===== src/rtl/hazard_ctrl_if.sv =====
// Decode/execute hazard signals exchanged between the pipeline and hazard_ctrl.
// The master drives the decode/execute fields; the slave returns stall, flush and mult/div status.
interface hazard_ctrl_if;
    logic       w_id_valid;
    logic [4:0] w_id_rs_addr_5;
    logic [4:0] w_id_rt_addr_5;
    logic       w_id_uses_rs;
    logic       w_id_uses_rt;
    logic       w_id_md_op;
    logic       w_id_md_div;
    logic       w_id_hilo_read;
    logic       w_ex_mem_read;
    logic [4:0] w_ex_rd_addr_5;
    logic       w_redirect;

    logic       w_stall_pc;
    logic       w_stall_id;
    logic       w_bubble_ex;
    logic       w_flush_id;
    logic       w_md_start;
    logic       w_md_busy;
    logic       w_md_done;

    modport master (
        output w_id_valid, w_id_rs_addr_5, w_id_rt_addr_5, w_id_uses_rs, w_id_uses_rt,
               w_id_md_op, w_id_md_div, w_id_hilo_read, w_ex_mem_read, w_ex_rd_addr_5,
               w_redirect,
        input  w_stall_pc, w_stall_id, w_bubble_ex, w_flush_id, w_md_start, w_md_busy,
               w_md_done
    );

    modport slave (
        input  w_id_valid, w_id_rs_addr_5, w_id_rt_addr_5, w_id_uses_rs, w_id_uses_rt,
               w_id_md_op, w_id_md_div, w_id_hilo_read, w_ex_mem_read, w_ex_rd_addr_5,
               w_redirect,
        output w_stall_pc, w_stall_id, w_bubble_ex, w_flush_id, w_md_start, w_md_busy,
               w_md_done
    );
endinterface


===== src/rtl/hazard_ctrl.sv =====
// Pipeline hazard controller: load-use stalls, branch redirect flushes and
// sequencing of the multi-cycle mult/div unit (4 cycles multiply, 32 cycles divide).
module hazard_ctrl (
    input  logic          w_clock,
    input  logic          w_reset_n,
    hazard_ctrl_if.slave  hz
);
    typedef enum logic {
        RUN     = 1'b0,
        MD_BUSY = 1'b1
    } state_t;

    localparam logic [4:0] MUL_CNT = 5'd3;
    localparam logic [4:0] DIV_CNT = 5'd31;

    state_t     r_state;
    state_t     w_state_next;
    logic [4:0] r_md_cnt;
    logic [4:0] w_md_cnt_next;

    logic w_luh;
    logic w_mdh;
    logic w_busy;
    logic w_cnt_zero;
    logic w_start;

    assign w_busy     = (r_state == MD_BUSY);
    assign w_cnt_zero = (r_md_cnt == 5'd0);

    assign w_luh = hz.w_ex_mem_read & (hz.w_ex_rd_addr_5 != 5'd0) & hz.w_id_valid &
                   ((hz.w_id_uses_rs & (hz.w_id_rs_addr_5 == hz.w_ex_rd_addr_5)) |
                    (hz.w_id_uses_rt & (hz.w_id_rt_addr_5 == hz.w_ex_rd_addr_5)));

    // The final busy cycle (count zero) lets HI/LO readers and new mult/div ops through.
    assign w_mdh = hz.w_id_valid & w_busy & ~w_cnt_zero & (hz.w_id_md_op | hz.w_id_hilo_read);

    assign w_start = (r_state == RUN) & hz.w_id_valid & hz.w_id_md_op & ~w_luh & ~hz.w_redirect;

    always_ff @(posedge w_clock or negedge w_reset_n) begin
        if (!w_reset_n) begin
            r_state  <= RUN;
            r_md_cnt <= 5'd0;
        end else begin
            r_state  <= w_state_next;
            r_md_cnt <= w_md_cnt_next;
        end
    end

    // Redirects never touch the counter: the issued mult/div is on the correct path.
    always_comb begin
        w_state_next  = r_state;
        w_md_cnt_next = r_md_cnt;
        case (r_state)
            RUN: begin
                if (w_start) begin
                    w_state_next  = MD_BUSY;
                    w_md_cnt_next = hz.w_id_md_div ? DIV_CNT : MUL_CNT;
                end
            end
            MD_BUSY: begin
                if (w_cnt_zero) begin
                    w_state_next = RUN;
                end else begin
                    w_md_cnt_next = r_md_cnt - 5'd1;
                end
            end
            default: begin
                w_state_next  = RUN;
                w_md_cnt_next = 5'd0;
            end
        endcase
    end

    // Outputs are held low while reset is asserted, even if the inputs describe a hazard.
    always_comb begin
        hz.w_stall_pc  = 1'b0;
        hz.w_stall_id  = 1'b0;
        hz.w_bubble_ex = 1'b0;
        hz.w_flush_id  = 1'b0;
        hz.w_md_start  = 1'b0;
        hz.w_md_busy   = 1'b0;
        hz.w_md_done   = 1'b0;
        if (w_reset_n) begin
            if (hz.w_redirect) begin
                hz.w_flush_id  = 1'b1;
                hz.w_bubble_ex = 1'b1;
            end else if (w_luh | w_mdh) begin
                hz.w_stall_pc  = 1'b1;
                hz.w_stall_id  = 1'b1;
                hz.w_bubble_ex = 1'b1;
            end
            hz.w_md_start = w_start;
            hz.w_md_busy  = w_busy;
            hz.w_md_done  = w_busy & w_cnt_zero;
        end
    end
endmodule


===== src/flat_wrapper.sv =====
// flat-port wrapper written by rule: the top's interface ports become plain ports
module hazard_ctrl_flat 
  (w_clock, w_reset_n, hz_w_id_valid, hz_w_id_rs_addr_5, hz_w_id_rt_addr_5, hz_w_id_uses_rs, hz_w_id_uses_rt, hz_w_id_md_op, hz_w_id_md_div, hz_w_id_hilo_read, hz_w_ex_mem_read, hz_w_ex_rd_addr_5, hz_w_redirect, hz_w_stall_pc, hz_w_stall_id, hz_w_bubble_ex, hz_w_flush_id, hz_w_md_start, hz_w_md_busy, hz_w_md_done);
  hazard_ctrl_if hz_i ();
  input  logic w_clock;
  input  logic w_reset_n;
  input wire logic [$bits(hz_i.w_id_valid)-1:0] hz_w_id_valid;
  input wire logic [$bits(hz_i.w_id_rs_addr_5)-1:0] hz_w_id_rs_addr_5;
  input wire logic [$bits(hz_i.w_id_rt_addr_5)-1:0] hz_w_id_rt_addr_5;
  input wire logic [$bits(hz_i.w_id_uses_rs)-1:0] hz_w_id_uses_rs;
  input wire logic [$bits(hz_i.w_id_uses_rt)-1:0] hz_w_id_uses_rt;
  input wire logic [$bits(hz_i.w_id_md_op)-1:0] hz_w_id_md_op;
  input wire logic [$bits(hz_i.w_id_md_div)-1:0] hz_w_id_md_div;
  input wire logic [$bits(hz_i.w_id_hilo_read)-1:0] hz_w_id_hilo_read;
  input wire logic [$bits(hz_i.w_ex_mem_read)-1:0] hz_w_ex_mem_read;
  input wire logic [$bits(hz_i.w_ex_rd_addr_5)-1:0] hz_w_ex_rd_addr_5;
  input wire logic [$bits(hz_i.w_redirect)-1:0] hz_w_redirect;
  output wire logic [$bits(hz_i.w_stall_pc)-1:0] hz_w_stall_pc;
  output wire logic [$bits(hz_i.w_stall_id)-1:0] hz_w_stall_id;
  output wire logic [$bits(hz_i.w_bubble_ex)-1:0] hz_w_bubble_ex;
  output wire logic [$bits(hz_i.w_flush_id)-1:0] hz_w_flush_id;
  output wire logic [$bits(hz_i.w_md_start)-1:0] hz_w_md_start;
  output wire logic [$bits(hz_i.w_md_busy)-1:0] hz_w_md_busy;
  output wire logic [$bits(hz_i.w_md_done)-1:0] hz_w_md_done;
  assign hz_i.w_id_valid = hz_w_id_valid;
  assign hz_i.w_id_rs_addr_5 = hz_w_id_rs_addr_5;
  assign hz_i.w_id_rt_addr_5 = hz_w_id_rt_addr_5;
  assign hz_i.w_id_uses_rs = hz_w_id_uses_rs;
  assign hz_i.w_id_uses_rt = hz_w_id_uses_rt;
  assign hz_i.w_id_md_op = hz_w_id_md_op;
  assign hz_i.w_id_md_div = hz_w_id_md_div;
  assign hz_i.w_id_hilo_read = hz_w_id_hilo_read;
  assign hz_i.w_ex_mem_read = hz_w_ex_mem_read;
  assign hz_i.w_ex_rd_addr_5 = hz_w_ex_rd_addr_5;
  assign hz_i.w_redirect = hz_w_redirect;
  assign hz_w_stall_pc = hz_i.w_stall_pc;
  assign hz_w_stall_id = hz_i.w_stall_id;
  assign hz_w_bubble_ex = hz_i.w_bubble_ex;
  assign hz_w_flush_id = hz_i.w_flush_id;
  assign hz_w_md_start = hz_i.w_md_start;
  assign hz_w_md_busy = hz_i.w_md_busy;
  assign hz_w_md_done = hz_i.w_md_done;
  hazard_ctrl u_core (.w_clock(w_clock), .w_reset_n(w_reset_n), .hz(hz_i));
endmodule

===== config.mk =====
export PLATFORM = sky130hd
export DESIGN_NAME = hazard_ctrl_flat
export DESIGN_NICKNAME = d
export VERILOG_FILES = /design/src/rtl/hazard_ctrl_if.sv /design/src/rtl/hazard_ctrl.sv /design/src/flat_wrapper.sv
export SDC_FILE = /design/constraint.sdc
export NUM_CORES = 1
export LEC_CHECK = 0
export CAP_MARGIN = 20
export CORE_ASPECT_RATIO = 1.25
export CORE_MARGIN = 5
export CORE_UTILIZATION = 35
export DETAILED_ROUTE_END_ITERATION = 16
export GPL_TIMING_DRIVEN = 1
export PLACE_DENSITY = 0.74
export SLEW_MARGIN = 20
export SYNTH_ARGS = -nofsm -noshare
export SYNTH_HDL_FRONTEND = slang
export SYNTH_SLANG_ARGS = --single-unit

===== constraint.sdc =====
create_clock -name w_clock -period 1.85 [get_ports w_clock]
set_input_delay 0.37 -clock w_clock [delete_from_list [all_inputs] [get_ports w_clock]]
set_output_delay 0.37 -clock w_clock [all_outputs]
set_load 0.02 [all_outputs]

==> results.yml <==
outcome:
  outcome: "finished with violations"
  violations: "setup timing"
yosys:
  synth_area_leaders: "dfrtp_1 24%, xnor2_1 15%, and3_1 4.0%, ha_1 4.0%, o311a_4 3.4%"
  netlist_instances: 73
  synth_cell_types: 33
  yosys.area.top_type_share_pct: 23.7
  ys_seq_area_share_pct: 23.7
  syn_area_um2: 633
  syn_avg_cell_area_um2: 8.67
  yosys.area.top_type: "dfrtp_1"
  synth-seq-cells: 6
  synth_nets: 100
  yosysWarnings: 0
min_path:
  hold_path.class: "in -> async"
placed_design:
  placed_cells: 143
  dp_hpwl_um: 1750
  numPortBuffers: 31
  place_congestion: 0.838
  pre_cts_ws_ns: -1.05
cells_and_area:
  fin_util_pct: 75.1
  drive_above_1_share_pct: 44.4
  n_fill_cell: 120
  stdcell_count: 154
  diodes: 0
  area_growth_pct: 107
  multi_input_area_um2: 547
  nets: 164
  regArea_um2: 150
routing:
  met3_length_um: 241
  drc: 0
  wire_per_inst_um: 15.1
  avgViaCountPerCell: 5.33
  vias: 821
  met1_length_um: 771
  maxUsedRoutingLayer: "met4"
  drt_wl_total_um: 2320
  wl_met2_um: 1240
  drt_iter0_markers: 9
  detail-route-antenna-nets: 0
  dr.pass1.iters: 4
clocking:
  clkLatencyLatePin_ns: 0.24
  numCtsBuffers: 3
  cts_tree: "done"
  root_buffer: "clkbuf_4"
  cts.htree.levels: 1
  clockBufferDepth: 2
  path_clk_slew_ns: 0.04
  cts_sinks: 6
  ctsHoldBuffers: 0
critical_path:
  worstPathRequired_ns: 1.48
  r2r_start: "u_core.r_md_cnt[1]$_DFFE_PN0P_"
  endpoint_kind: "output port"
  r2r_setup_slack_ns: -0.09
  path_class: "reg -> out"
  critPathLaunch: "u_core.r_md_cnt[1]$_DFFE_PN0P_"
  cp-start-kind: "flop"
  arrival_ns: 1.85
  cp_max_fo: 2
timing:
  rsz0062_at_grt: "true"
  slew_viol_final: 0
  finalCriticalPeriod_ns: 2.22
  fin_setup_tns_ns: -1.68
  max_freq_mhz: 451
  fin_crit_sh_pct: 120
  hold_viol: 0
  worst_pin_slew_ns: 0.352
  maxSlewHeadroom_pct: 76.3
  setup_viol: 7
  skew_ns: 0.00159
  fin_ws_ns: -0.367
floorplanning:
  die_area_um2: 2760
  start_util_pct: 36.3
  die_h_um: 57.6
  core_um2: 1740
  io_pins: 32
  die_x_um: 48.0
  placementRows: 17
global_route:
  grt-ovfl-total: 0
  grt_pass1_wl_um: 3350
  antenna_found_initial: 0
  grt_pass1_vias: 844
  grtUsageTotal_pct: 16.8
  grt_max_degree: 11
flow_run:
  maxCapViolCount: 0
power_and_ir_drop:
  pwr_density_cell_nw_per_um2: 1120
  cellLeakagePower_nw: 0.612
  peakVddDrop_v: 0.000843
==> repair_timing <==
| action | CTS | global route |
|---|---|---|
| pin swaps | 19 | 15 |
| cloned | 0 | 1 |
| buffers inserted | 4 | 5 |
| endpoints found under the setup margin | 11 | 11 |
| gates resized for setup | 55 | 22 |
| hold endpoints to repair | 0 | 0 |
==> stage by stage <==
| step | total power [W] | cell area, µm² | hold slack (ns) |
|---|---|---|---|
| floorplan | 0.000749 | 671 | 0.0744 |
| global placement | 0.00108 | 1150 | 0.586 |
| detailed placement | 0.00111 | 1150 | 0.596 |
| CTS | 0.00135 | 1240 | 0.563 |
| global route | 0.00158 | 1310 | 0.569 |
| finish | 0.00146 | 1310 | 0.574 |
==> cells by family (layout without fill, tap and decap cells) <==
logic type / count (synthesis) / count (layout) / share of synthesized area, %
xor gates and xnor gates: 13 / 13 / 18.0
AOI/OAI and AO/OA: 14 / 14 / 17.2
muxes: 1 / 1 / 1.58
buffers and inverters: 5 / 67 / 4.74
DFF: 6 / 6 / 23.7
and+or+nand+nor: 32 / 32 / 30.8
adders and majority gates: 2 / 2 / 3.95
==> path summary, 6_finish.rpt <==
kind,endpoint,depth (start not counted)
worst max-delay path,hz_w_bubble_ex,7
worst min-delay path,u_core.r_state$_DFF_PN0_,3
worst max register to register,u_core.r_md_cnt[2]$_DFFE_PN0P_,9
worst min register to register,u_core.r_md_cnt[1]$_DFFE_PN0P_,3
max in group asynchronous,u_core.r_md_cnt[1]$_DFFE_PN0P_,3
min in group w_clock,u_core.r_md_cnt[1]$_DFFE_PN0P_,3
==> critical path, stage by stage, from the launching register on <==
cell	delay (ns)
dfrtp_1	0.39
inv_2	0.08
ha_4	0.13
or4b_4	0.48
nand2_4	0.09
nor2_4	0.05
o31a_1	0.26
buf_6	0.13
==> Yosys cell counts (all sizes together) <==
| cell | instances |
|---|---|
| a31oi | 2 |
| and3 | 4 |
| o311a | 1 |
| o311ai | 1 |
| o21ai | 3 |
| nor3b | 2 |
| dfrtp | 6 |
| xor2 | 2 |
| ha | 2 |
| o31a | 1 |
| clkbuf | 1 |
| mux2i | 1 |
| buf | 2 |
| nand3 | 4 |
| nor2 | 4 |
| nand4bb | 1 |
| a311oi | 1 |
| or3 | 2 |
| nor3 | 2 |
| inv | 2 |
| xnor2 | 11 |
| o22ai | 1 |
| or4b | 1 |
| nand2 | 5 |
| nor2b | 1 |
| a21oi | 4 |
| and2 | 3 |
| nand4 | 3 |
==> cell usage in the layout (no fill, tap or decap), types with 2 or more instances in the layout <==
master / synthesis / layout
a21oi_1: 4 / 3
dfrtp_1: 6 / 6
dlygate4sd2_1: 0 / 8
inv_2: 0 / 2
a31oi_1: 2 / 2
nor3b_4: 0 / 2
nand3_1: 4 / 4
buf_6: 1 / 9
o21ai_1: 2 / 2
dlymetal6s2s_1: 0 / 4
nand2_1: 4 / 4
and3_1: 4 / 4
clkdlybuf4s50_1: 0 / 9
nand4_1: 3 / 3
clkdlybuf4s15_1: 0 / 2
clkbuf_4: 0 / 3
nor2_1: 4 / 3
ha_4: 0 / 2
buf_4: 1 / 27
xnor2_1: 11 / 11
and2_1: 2 / 2
==> flip-flops by register name, summed over array words and instances, names as in the netlist <==
name,count
u_core.r_md_cnt,5
u_core.r_state,1
==> final cells by class <==
class | instances | share of cell area, %
repair buffers | 62 | 42.7
clock buffers | 3 | 1.72
flip-flops and latches | 6 | 11.5
inverters | 2 | 0.573
multi-input cells | 62 | 41.7
well taps | 19 | 1.81
==> report_power, final <==
group | switching [W] | internal [W]
Combinational | 0.000491 | 0.000604
Sequential | 0.0000495 | 0.000204
Clock | 0.0000412 | 0.0000730
==> layer usage <==
layer,up-vias,track usage (%)
li1,390,-
met4,0,9.23
met2,38,30.8
met5,-,0
met3,6,4.10
met1,387,15.4
(Power assumes the default switching activity.)
